==> config.mk <==
export PLATFORM = sky130hd
export DESIGN_NAME = ahb_arbiter_param
export DESIGN_NICKNAME = d
export VERILOG_FILES = /design/src/rtl/ahb_arbiter_param.sv
export SDC_FILE = /design/constraint.sdc
export NUM_CORES = 1
export LEC_CHECK = 0
export BUFFER_PORTS_ARGS = -buffer_cell sky130_fd_sc_hd__buf_2
export CAP_MARGIN = 25
export CORE_MARGIN = 5
export CORE_UTILIZATION = 53
export DETAILED_ROUTE_END_ITERATION = 7
export GPL_ROUTABILITY_DRIVEN = 0
export PLACE_DENSITY_LB_ADDON = 0.08
export SYNTH_ARGS = -nofsm -noshare
export SYNTH_HDL_FRONTEND = slang
export SYNTH_SLANG_ARGS = --single-unit
==> constraint.sdc <==
create_clock -name HCLK -period 24.9 [get_ports HCLK]
set_clock_uncertainty 0.15 [all_clocks]
set_input_delay 3.735 -clock HCLK [delete_from_list [all_inputs] [get_ports HCLK]]
set_output_delay 3.735 -clock HCLK [all_outputs]
set_load 0.02 [all_outputs]
==> src/rtl/ahb_arbiter_param.sv <==
// Parametrised AHB bus arbiter: fixed-priority or round-robin grant with lock,
// split masking, default master and a bounded hold count against starvation.
module ahb_arbiter_param #(
  parameter int unsigned NUM_MASTERS    = 16,
  parameter int unsigned ARB_MODE       = 1,
  parameter int unsigned DEFAULT_MASTER = 0,
  parameter int unsigned MAX_HOLD       = 8
) (
  input  logic                   HCLK,
  input  logic                   HRESET,
  input  logic [NUM_MASTERS-1:0] HBUSREQx,
  input  logic [NUM_MASTERS-1:0] HLOCKx,
  input  logic [NUM_MASTERS-1:0] HSPLIT,
  input  logic                   HREADY,
  input  logic [1:0]             HRESP,
  output logic [NUM_MASTERS-1:0] HGRANTx,
  output logic [3:0]             HMASTER,
  output logic                   HMASTLOCK
);

  localparam logic [3:0]             DEF_IDX   = 4'(DEFAULT_MASTER);
  localparam logic [3:0]             HOLD_LAST = (MAX_HOLD == 0) ? 4'd0 : 4'(MAX_HOLD - 1);
  localparam logic [NUM_MASTERS-1:0] DEF_OH    = NUM_MASTERS'(1) << DEFAULT_MASTER;

  logic [NUM_MASTERS-1:0] r_grant;
  logic [NUM_MASTERS-1:0] r_split_mask;
  logic [3:0]             r_owner;
  logic [3:0]             r_master;
  logic [3:0]             r_hold;
  logic                   r_mastlock;

  logic [NUM_MASTERS-1:0] w_elig;
  logic [NUM_MASTERS-1:0] w_master_oh;
  logic [NUM_MASTERS-1:0] w_next_oh;
  logic [NUM_MASTERS-1:0] w_split_set;
  logic                   w_others;
  logic                   w_any;
  logic                   w_own_lock;
  logic                   w_lock_now;
  logic [3:0]             w_pick_all;
  logic [3:0]             w_pick_excl;
  logic [3:0]             w_next_owner;
  logic [3:0]             w_next_hold;

  // r_grant is kept as the one-hot image of r_owner, so owner bit tests need no index decode
  assign w_elig     = HBUSREQx & ~r_split_mask;
  assign w_others   = |(w_elig & ~r_grant);
  assign w_any      = |w_elig;
  assign w_own_lock = |(HLOCKx & HBUSREQx & r_grant);
  assign w_lock_now = |(HLOCKx & r_grant);

  always_comb begin
    w_master_oh = '0;
    w_next_oh   = '0;
    for (int unsigned i = 0; i < NUM_MASTERS; i++) begin
      w_master_oh[i] = (r_master == 4'(i));
      w_next_oh[i]   = (w_next_owner == 4'(i));
    end
  end

  assign w_split_set = (!HREADY && HRESP == 2'b11) ? (w_master_oh & ~DEF_OH) : '0;

  // Each candidate gets a priority distance; the smallest wins. In round-robin the
  // current owner sits at distance NUM_MASTERS so it is considered last.
  always_comb begin
    logic [4:0] d;
    logic [4:0] best_all;
    logic [4:0] best_excl;
    d           = '0;
    best_all    = '1;
    best_excl   = '1;
    w_pick_all  = DEF_IDX;
    w_pick_excl = DEF_IDX;
    for (int unsigned j = 0; j < NUM_MASTERS; j++) begin
      if (ARB_MODE == 0)
        d = 5'(j);
      else if (4'(j) > r_owner)
        d = 5'(j) - {1'b0, r_owner};
      else
        d = 5'(j) + 5'(NUM_MASTERS) - {1'b0, r_owner};
      if (w_elig[j] && d < best_all) begin
        best_all   = d;
        w_pick_all = 4'(j);
      end
      if (w_elig[j] && !r_grant[j] && d < best_excl) begin
        best_excl   = d;
        w_pick_excl = 4'(j);
      end
    end
  end

  always_comb begin
    w_next_owner = r_owner;
    w_next_hold  = r_hold;
    if (!(r_mastlock || w_own_lock)) begin
      if (!w_any)
        w_next_owner = DEF_IDX;
      else if (MAX_HOLD != 0 && r_hold == HOLD_LAST && w_others)
        w_next_owner = w_pick_excl;
      else
        w_next_owner = w_pick_all;
      if (w_next_owner == r_owner && w_others)
        w_next_hold = (r_hold == 4'hF) ? r_hold : r_hold + 4'd1;
      else
        w_next_hold = '0;
    end
  end

  always_ff @(posedge HCLK or posedge HRESET) begin
    if (HRESET) begin
      r_grant      <= DEF_OH;
      r_owner      <= DEF_IDX;
      r_master     <= DEF_IDX;
      r_mastlock   <= 1'b0;
      r_hold       <= '0;
      r_split_mask <= '0;
    end else begin
      if (HREADY) begin
        r_grant    <= w_next_oh;
        r_owner    <= w_next_owner;
        r_hold     <= w_next_hold;
        r_master   <= r_owner;
        r_mastlock <= w_lock_now;
      end
      r_split_mask <= (r_split_mask | w_split_set) & ~HSPLIT;
    end
  end

  assign HGRANTx   = r_grant;
  assign HMASTER   = r_master;
  assign HMASTLOCK = r_mastlock;

endmodule
==> reports/qor.yml <==
run_status:
  outcome: "finished, violations left"
  violations: "setup timing"
cts:
  clkSlewWorstSetupHoldPaths_ns: 0.06
  cts_tree: "built"
  worstSkewPairLatency_ns: 0.29
  clockRootBuffer: "clkbuf_16"
  clock_sinks: 45
  h-tree-depth: 2
  cts_max_path_buffers: 2
  numCtsBuffers: 5
grt:
  track_usage: 0.3987
  grt_pass1_vias: 13541
  met2_usage: 0.6264
  antenna_found_initial: 1
  grt_start_max_net_pins: 50
  grt_util_met3: 0.06412
  grt_first_pass_wirelength_um: 71750
  grt.busiest_layer: "met2"
  grt_remaining_overflow: 0
  grtUsageMet1: 0.5007
drt:
  wl_per_cell_um: 23.48
  drt_first_iter_violations: 1649
  dr_total_vias: 14178
  ant_nets: 0
  viasPerCell: 6.991
  drcViolationCount: 0
  drt_first_pass_iters: 6
  routed_wl_um: 47620
setup_path:
  required_ns: 24.93
  cp_slowest_cell: "or4b_4"
  path_class: "in2reg"
  crit_top_cell: "a21oi_2"
  cp_max_fo: 6
  cpPeakStageDelay_ns: 0.51
  cp_data_arrival_time_ns: 25.85
  critPathCaptureType: "flop"
  crit_path_start_kind: "input pin"
  ff2ff_setup_slack_ns: 0.33
place:
  port_buffers: 73
  hpwlAfterDp_um: 34630
  place_area_um2: 12690
floorplan:
  initial_core_util: 0.5378
  chipHeight_um: 150.5
  num_rows: 51
  core_area_um2: 19460
  boundaryPins: 74
  dieArea_um2: 22660
  die_x_um: 150.5
timing:
  clock.fmax_mhz: 38.73
  maxSlewViolCount: 0
  fin_hold_ws_ns: 0.3322
  fin_crit_sh: 1.037
  finalWorstSetupSlack_ns: -0.9179
  setup_viol: 24
  tightest_slew_ns: 1.049
  relSlewSlack: 0.3009
  fin_crit_ns: 25.82
  finalHoldViolations: 0
  grt_setup_unrepaired: "true"
final_layout:
  drive_gt1_frac: 0.3409
  final_area_um2: 14140
  layout_common_cells: "buf_4, nand2_1, nor2_1"
  nNetsFinal: 1889
  mostFrequentLayoutCell: "buf_4"
  diodes: 0
  areaGrowthSynthToFinish_pct: 35.06
logic_synthesis:
  ys_types: 120
  synth-seq-area-share: 0.1077
  synthFlopType: "dfrtp_1"
  ys_async_sr_fraction: 1.000
  syn_nets: 1599
  yosysWarnings: 0
  synth_top_area_share: 0.1052
  synth.area.top_cells: "dfrtp_1, ha_1, a21oi_1"
  ys_ff_latch: 45
  netlist_area_um2: 10470
  syn-instance-count: 1472
  synth_edf_count: 0
  syn_avg_cell_area_um2: 7.111
  synth_area_leader_cell: "dfrtp_1"
flow_run:
  drv_cap: 0
worst_hold_path:
  hold_class: "reg2reg"
-- cell families after synthesis --
| group | Yosys count | share of synthesized area |
|---|---|---|
| buffers and inverters | 131 | 0.05116 |
| DFF | 45 | 0.1077 |
| muxes | 44 | 0.04626 |
| adders and majority gates | 80 | 0.09419 |
| AOI/OAI and AO/OA | 589 | 0.4135 |
| and+or+nand+nor | 570 | 0.2736 |
| xor gates and xnor gates | 13 | 0.01363 |
-- worst max-delay path: cells and delay by family --
family                     cells  cell delay, ns
AOI/OAI and AO/OA             51            9.14
and+or+nand+nor               36            6.22
adders and majority gates     15            3.40
muxes                          8            1.69
buffers and inverters         13            1.59
-- registers in the layout, indices dropped and copies added (netlist names) --
name and count:
HGRANTx 16, r_split_mask 16, HMASTER 4, r_hold 4, r_owner 4, HMASTLOCK 1
-- metrics by stage --
stage | TNS [ns] | util | worst slack [ns] | instances
after floorplan | -7.452 | - | -0.6702 | 1472
after global placement | -4.003 | 0.6522 | -0.3072 | 1938
after detailed placement | -16.33 | 0.6522 | -0.8761 | 1938
after CTS | -1.072 | 0.6906 | -0.2321 | 1996
after global routing | -35.19 | 0.7264 | -1.678 | 2028
final | -16.72 | 0.7264 | -0.9179 | 2028
-- synthesized netlist by cell type, drive strengths merged (24+ instances only) --
| library cell | number |
|---|---|
| and2 | 24 |
| a31oi | 26 |
| dfrtp | 44 |
| ha | 74 |
| nand2b | 31 |
| nor2 | 138 |
| nand2 | 150 |
| nor3 | 33 |
| o21ai | 103 |
| inv | 61 |
| a21o | 30 |
| buf | 25 |
| a211oi | 26 |
| o211ai | 31 |
| clkbuf | 41 |
| a21oi | 121 |
| nand3 | 55 |
-- per-layer routing --
| layer | up-vias | share of wire |
|---|---|---|
| met4 | 2 | 0.080 |
| met5 | - | 0.00027 |
| met2 | 1010 | 0.43 |
| li1 | 6280 | - |
| met1 | 6576 | 0.37 |
| met3 | 310 | 0.11 |
-- worst paths after layout --
kind | startpoint | end | cells past startpoint
worst min register to register | r_split_mask[12]$_DFF_PP0_ | r_split_mask[12]$_DFF_PP0_ | 2
worst max register to register | r_owner[1]$_DFFE_PP0P_ | HGRANTx[2]$_DFFE_PP0P_ | 121
worst min-delay path | r_split_mask[12]$_DFF_PP0_ | r_split_mask[12]$_DFF_PP0_ | 2
worst max-delay path | HBUSREQx[0] | HGRANTx[2]$_DFFE_PP0P_ | 123
max in group asynchronous | HRESET | r_owner[0]$_DFFE_PP0P_ | 2
min in group asynchronous | HRESET | r_split_mask[14]$_DFF_PP0_ | 2
-- final cells by class --
type / count / area [um^2]
Fill cell: 1567 / 5325
Multi-Input combinational cell: 1296 / 9802
Inverter: 65 / 246.5
Tap cell: 265 / 331.6
Clock inverter: 2 / 13.76
Timing Repair Buffer: 349 / 2475
Sequential cell: 45 / 1130
Clock buffer: 6 / 138.9
-- repair_timing --
item | 4_1_cts | 5_1_grt
buffers inserted | 50 | 33
pin swaps | 32 | 68
endpoints found under the setup margin | 21 | 24
hold buffers | 0 | 0
resized for setup | 49 | 105
Power is left out: the tool's default activity adds up to more than one toggle a clock period on the data nets, which glitch-free logic cannot reach.
